[src/rtl/cpu_types_pkg.sv]
// Shared CPU types: word type, pcselect encoding, fetch FSM states.
package cpu_types_pkg;

    typedef logic [31:0] word_t;

    typedef enum logic [2:0] {
        PC_NEXT = 3'd0,
        PC_JR   = 3'd1,
        PC_BR   = 3'd2,
        PC_J    = 3'd3
    } pcsel_t;

    typedef enum logic {
        RUN  = 1'b0,
        HALT = 1'b1
    } fetch_state_t;

    localparam word_t HALT_WORD = 32'hFFFF_FFFF;

    function automatic logic is_redirect_sel(input logic [2:0] sel);
        return (sel == PC_JR) || (sel == PC_BR) || (sel == PC_J);
    endfunction

endpackage

[src/rtl/npc_target.sv]
// Combinational redirect-target mux for JR, branch and jump redirects from EX.
module npc_target
    import cpu_types_pkg::*;
(
    input  logic [2:0]  i_sel,
    input  word_t       i_rs_data,
    input  logic [15:0] i_br_imm,
    input  word_t       i_ex_npc,
    input  logic [25:0] i_jump_index,
    output word_t       o_target
);

    word_t w_br_offset;

    assign w_br_offset = {{14{i_br_imm[15]}}, i_br_imm, 2'b00};

    // Select the redirect target for the current pcselect code
    always_comb begin
        o_target = 32'h0000_0000;
        case (i_sel)
            PC_JR:   o_target = {i_rs_data[31:2], 2'b00};
            PC_BR:   o_target = i_ex_npc + w_br_offset;
            PC_J:    o_target = {i_ex_npc[31:28], i_jump_index, 2'b00};
            default: o_target = 32'h0000_0000;
        endcase
    end

endmodule

[src/rtl/fetch_unit.sv]
// Instruction-fetch stage: owns the PC, reads imem, fills the IF/ID register
// and latches HALT once decode reports it.
module fetch_unit
    import cpu_types_pkg::*;
#(
    parameter word_t PC_INIT = 32'h0000_0000
)(
    input  logic        CLK,
    input  logic        RST,
    input  logic        ihit,
    input  logic [31:0] imemload,
    output logic        imemREN,
    output logic [31:0] imemaddr,
    input  logic        stall,
    input  logic        halt_in,
    input  logic        redirect_en,
    input  logic [2:0]  redirect_sel,
    input  logic [31:0] rs_data,
    input  logic [15:0] br_imm,
    input  logic [31:0] ex_npc,
    input  logic [25:0] jump_index,
    output logic [31:0] ifid_instr,
    output logic [31:0] ifid_npc,
    output logic        ifid_valid,
    output logic [31:0] pc,
    output logic        halted,
    output logic [31:0] fetch_count
);

    fetch_state_t r_state;
    fetch_state_t w_state_next;
    word_t        r_pc;
    word_t        r_ifid_instr;
    word_t        r_ifid_npc;
    logic         r_ifid_valid;
    word_t        r_fetch_count;
    word_t        w_target;
    word_t        w_pc_plus4;
    logic         w_take_redirect;
    logic         w_enter_halt;

    npc_target u_npc_target (
        .i_sel        (redirect_sel),
        .i_rs_data    (rs_data),
        .i_br_imm     (br_imm),
        .i_ex_npc     (ex_npc),
        .i_jump_index (jump_index),
        .o_target     (w_target)
    );

    assign w_take_redirect = redirect_en & is_redirect_sel(redirect_sel);
    assign w_pc_plus4      = r_pc + 32'd4;
    assign w_enter_halt    = (r_state == RUN) && (w_state_next == HALT);

    // FSM state register
    always_ff @(posedge CLK or posedge RST) begin
        if (RST) begin
            r_state <= RUN;
        end else begin
            r_state <= w_state_next;
        end
    end

    // Next state: a redirect flushes the younger HALT, so it blocks halting
    always_comb begin
        w_state_next = r_state;
        case (r_state)
            RUN: begin
                if (halt_in && r_ifid_valid && !w_take_redirect) begin
                    w_state_next = HALT;
                end else begin
                    w_state_next = RUN;
                end
            end
            HALT:    w_state_next = HALT;
            default: w_state_next = RUN;
        endcase
    end

    // PC, IF/ID and fetch counter; everything freezes once halted
    always_ff @(posedge CLK or posedge RST) begin
        if (RST) begin
            r_pc          <= PC_INIT;
            r_ifid_instr  <= 32'h0000_0000;
            r_ifid_npc    <= 32'h0000_0000;
            r_ifid_valid  <= 1'b0;
            r_fetch_count <= 32'h0000_0000;
        end else if (r_state == RUN) begin
            if (w_take_redirect) begin
                r_pc         <= w_target;
                r_ifid_instr <= 32'h0000_0000;
                r_ifid_npc   <= 32'h0000_0000;
                r_ifid_valid <= 1'b0;
            end else if (w_enter_halt || (!stall && !ihit)) begin
                r_ifid_instr <= 32'h0000_0000;
                r_ifid_npc   <= 32'h0000_0000;
                r_ifid_valid <= 1'b0;
            end else if (!stall) begin
                r_pc          <= w_pc_plus4;
                r_ifid_instr  <= imemload;
                r_ifid_npc    <= w_pc_plus4;
                r_ifid_valid  <= 1'b1;
                r_fetch_count <= r_fetch_count + 32'd1;
            end
        end
    end

    assign imemaddr    = r_pc;
    assign imemREN     = (r_state == RUN);
    assign pc          = r_pc;
    assign ifid_instr  = r_ifid_instr;
    assign ifid_npc    = r_ifid_npc;
    assign ifid_valid  = r_ifid_valid;
    assign halted      = (r_state == HALT);
    assign fetch_count = r_fetch_count;

endmodule

[config.mk]
export PLATFORM = sky130hd
export DESIGN_NAME = fetch_unit
export DESIGN_NICKNAME = d
export VERILOG_FILES = /design/src/rtl/cpu_types_pkg.sv /design/src/rtl/npc_target.sv /design/src/rtl/fetch_unit.sv
export SDC_FILE = /design/constraint.sdc
export NUM_CORES = 1
export LEC_CHECK = 0
export BUFFER_PORTS_ARGS = -buffer_cell sky130_fd_sc_hd__buf_2
export CAP_MARGIN = 0
export CORE_MARGIN = 2
export CORE_UTILIZATION = 50
export DETAILED_ROUTE_END_ITERATION = 10
export PLACE_DENSITY_LB_ADDON = 0.3
export SLEW_MARGIN = 20
export SYNTH_ARGS = -nofsm -noshare
export SYNTH_HDL_FRONTEND = slang
export SYNTH_SLANG_ARGS = --single-unit
export TNS_END_PERCENT = 10
[constraint.sdc]
create_clock -name CLK -period 4.1 [get_ports CLK]
set_input_delay 0.205 -clock CLK [delete_from_list [all_inputs] [get_ports CLK]]
set_output_delay 0.205 -clock CLK [all_outputs]
set_load 0.05 [all_outputs]
Yosys cells after proc, flatten, opt, wreduce, memory -nomap -nowiden
Cells that the tools add are included.

Bits in registers: 130. Output and inout port bits: 163. Bits of input ports: 147.

Equal/unequal tests: 6. Add/sub/neg operators: 3. Bitwise gates (word level): 5. Reduce and logical (&&, ||, !) cells: 13. Multiplexer cells: 14.

Operators with widths (number): $mux 32 (8); $pmux 32 s3 (1); $add 32x1->32 const B (1); $add 32x3->32 const B (1); $add 32x32->32 (1); $eq 3x2->1 const B (2); $logic_and 1x1->1 (4); $mux 1 (4); $not 1->1 (4); $reduce_and 4->1 (1); $eq 3x1->1 const B (1); $logic_not 1->1 (3); $logic_or 1x1->1 (3); $ne 3x1->1 const B (1); $reduce_and 3->1 (1); $ne 2x1->1 const B (1); $ne 2x2->1 const B (1); $pmux 1 s2 (1); $reduce_and 2->1 (1); $and 1x1->1 (1).

Logic depth before layout (Yosys ltp)
Depth in word-level cells: 12. Depth in mapped cells: 12. Mapped depth without buffers: 12.

Modules after synthesis
A second synthesis with hierarchy kept.

Cell total of the unflattened synthesis: 968. Area total of the unflattened synthesis: 8598.2 um2.

Modules (own cells, without submodules): fetch_unit (seq. area each 3253.1 um2, cells an instance 647, instances 1, area each 6399.9 um2); npc_target (seq. area each 0.0 um2, cells an instance 321, instances 1, area each 2198.4 um2).

Worst setup path after synthesis
No wires, ideal clock.

Path kind: flip-flop to flip-flop. From: register r_pc[2] (netlist: imemaddr[2]). To: register r_pc[30] (netlist: imemaddr[30]). Path buffers: 1. Library setup time: 0.126 ns. Stages on the path, launching flop included: 11. Setup slack: 1.431 ns. Arrival time: 2.542 ns. Path through: dfrtp_1 ha_1 nand4_1 nor2_1 and4_1 buf_2 nand4_1 inv_1 nand3_1 a31o_2 a221o_1.

Word-level cells in the longest chain between the ends: 4.

RTL lines: from (decl) (line fetch_unit.sv:32) `word_t r_pc;`; from (signal assigned) (line fetch_unit.sv:90) `r_pc <= w_target;`; from (signal assigned) (line fetch_unit.sv:99) `r_pc <= w_pc_plus4;`; $add 32x3->32 (line fetch_unit.sv:52) `assign w_pc_plus4 = r_pc + 32'd4;`; $mux 32 (line fetch_unit.sv:98) `end else if (!stall) begin`; $mux 32 (line fetch_unit.sv:94) `end else if (w_enter_halt || (!stall && !ihit)) begin`; $mux 32 (line fetch_unit.sv:89) `if (w_take_redirect) begin`.

Every way passes these cells. The select of a mux whose other input is x is not followed. A chain may end at the register's enable or synchronous reset.

Final worst setup path
Ends and elaborated chain as after synthesis.

==> results.md <==
* Critical path capture point type: register
* Sequential power share at 37.6%
* Congestion Overflow GR at 0
* WL/cell at 18.4 µm
* Synthesis Warnings at 0
* Number of global-route vias before repair at 7436
* Max Transition Viols Final at 0
* P_int at ~2.6 mW
* Ys flop type: dfrtp_1
* # setup viols final at 0
* Vias at just under 8k
* Ratio of cells with drive above 1 in the final layout at 32.7%
* Post-synthesis net count at 1073
* CTS tree: done
* Avg Cell Area, Syn at around 9.1 µm²
* CP max-delay cell: dfrtp_1
* Async SR Flop Fraction at 100%
* Port Buf Inserts at a little over 300
* Num rows at 46
* Status: completed
* Core box area at 0.0159 mm²
* Crit path required time at roughly 4400 ps
* Final Non-Filler Cells at approximately 1.4k
* Initial core utilization at 51.2%
* Synth Cell Area at a little over 0.008 mm²
* VDD IR max at 0.237 mV
* Layout Utilization at roughly two thirds
* Critical path fanouts, max at 6
* Cell taking the most area after synthesis: dfrtp_1
* Antenna violations before repair at 0
* Die Height at roughly 130 µm
* HPWL after DPL at between 15000 and 20000 µm
* Cell variety after synth at 71
* Worst Tran Pin Value at just under 1000 ps
* Count leader, synth: dfrtp_1
* Root Buffer: clkbuf_16
* DRT Pass-1 Iters at 6
* CTS buffer count at 17
* Post-synth top cells: dfrtp_1, nand2_1, a21oi_1
* Clk network pwr share at around 45%
* Clock transition at the registers of the reported paths at 60 ps
* Slowest stage delay, CP at about 450 ps
* Clock sinks at 130
* Post-synth top area share at 40.0%
* All-Layer GR Usage at 29.7%
* # IOs at 310
* EDFF count, synth at 0
* # diodes at 0
* Gp weighted congestion at 0.941
* Cell Chain, Critical Path: ha_1, nand4_1, nor2_1, and4_1, nand4_1, inv_1, nand3_1, a31o_2, a221o_1
* Flops & latches, synth at between 100 and 150
* Maxcap violations at 0
* RSZ-0062 raised after global routing: false
* Register area share after synthesis at roughly two fifths
* Final Cell Area at 0.0103 mm²
* Synthesized instance count at about 890
* Via-to-Cell Ratio at roughly 5.7
* Met3 routed wirelength at roughly 1800 µm
* Final min period at approximately 2700 ps
* Nets@finish at 1337
* Final period util at about two thirds
* Power Total at around 3.6 mW
* Clk buf depth at 2
* Met2 WL post-DR at 12300 µm
* Area Overhead vs Synth at 26.9%
* Final Hold Viols at 0
* Part of the power in combinational logic at approximately 17%
* First-pass GRT wire length at roughly 41000 µm
* H-tree levels at 4
* Routed length on met1 at 10900 µm
* Hold crit path type: in2reg
* Peak Freq at 366 MHz
* Chip width at between 100 and 150 µm
* Final ANT Viol Nets at 0
* Final Skew at between 9 and 10 ps
* CP most frequent cell: nand4_1
* Critical path startpoint category: register
* P_sw at 969 µW
* Top cells by area, synth: dfrtp_1, xnor2_1, ha_1
* DR DRC count at 0
* Pwr per Cell Area at roughly 340 mW/mm²
* Static Leak at 5.14 nW
* Final WL at roughly 25000 µm
* Clock latency at the later pin of the worst-skew pair at between 400 and 500 ps
* Critical setup path kind: reg2reg
* Total die area at 0.0173 mm²
* Post-Place Cells at ~1.3k
* TNS Setup at 0 ps
* Slew margin rel. at between 30% and 40%
* Switching Share at between 20 and 30%
* Largest net degree at the start of global routing at slightly below 90
* Detailed router's first-iteration violation count at 574
* DR top layer: met4
* DP Area at 0.00961 mm²
* CP arrival at between 3000 and 4000 ps
critical path, delay by kind of cell, from the launching register on:
| family | cells | cell delay (ps) |
|---|---|---|
| fa+ha+maj | 1 | 290 |
| flops | 1 | 450 |
| compound gates | 2 | 540 |
| simple gates | 5 | 1200 |
| buf+inv | 1 | 130 |
power groups by stage:
stage          Sequential, mW  Clock [mW]  Combinational [mW]
3_3_place_gp             1.36           0               0.591
2_1_floorplan            1.43           0               0.339
5_1_grt                  1.34        1.69               0.658
6_report                 1.34        1.61               0.607
4_1_cts                  1.34        1.63               0.605
3_5_place_dp             1.36           0               0.597
per-stage QoR:
stage               setup WS (ps)  hold slack (ps)
finish                       1370             13.2
global placement             1240              404
floorplan                     426              338
detailed placement           1200              413
CTS                          1380             4.76
global route                 1160             6.84
repair_timing:
| item | 4_1_cts | 5_1_grt |
|---|---|---|
| endpoints found under the hold margin | 93 | 0 |
| resized for setup | 0 | 0 |
| hold buffers | 7 | 0 |
| buffers inserted | 0 | 0 |
layout make-up:
type                    instances  area [µm²]
well taps                     216         270
flip-flops and latches        130        3250
clock buffers                  22         474
multi-input cells             667        4410
repair buffers                323        1670
clock inverters                10         155
inverters                      19        76.3
fillers                      1328        5570
logic make-up (layout without fill, tap and decap cells):
group,count (synthesis),count (layout),synth area share [%]
XOR/XNOR,84,84,9.05
flip-flops,130,130,40.0
multiplexers,8,8,1.09
AND/OR/NAND/NOR,264,264,16.3
buffers and inverters,97,374,6.10
adder cells (fa/ha/maj),32,32,5.02
AO/OA/AOI/OAI,279,279,22.4
state kept, by name, summed over array words and instances (netlist names):
signal,cells
fetch_count,32
ifid_instr,32
ifid_npc,32
imemaddr,32
halted,1
ifid_valid,1
cells in the final DEF, fill, tap and decap left out, types with 31 or more instances in the layout:
master	instances
a22o_1	40
xnor2_1	59
ha_1	31
a21oi_1	74
buf_2	307
nor2_1	43
dfrtp_1	130
nand2_1	101
o21ai_0	66
nand3_1	44
worst paths after layout:
check / start / endpoint / slack (ps) / cells after the start
max in group asynchronous: RST / imemaddr[24] / 2500 / 4
min reg2reg: ifid_npc[30] / ifid_npc[30] / 470 / 2
min in group asynchronous: RST / fetch_count[17] / 510 / 3
min: imemload[12] / ifid_instr[12] / 10 / 2
max reg2reg: imemaddr[2] / imemaddr[30] / 1370 / 9
max: imemaddr[2] / imemaddr[30] / 1370 / 9
metal layers:
layer	vias up	GRT usage, %
li1	3763	-
met1	3711	38.8
met2	351	49.5
met3	30	6.10
met4	0	9.30
met5	-	0
Power figures use the tool's default switching activity.
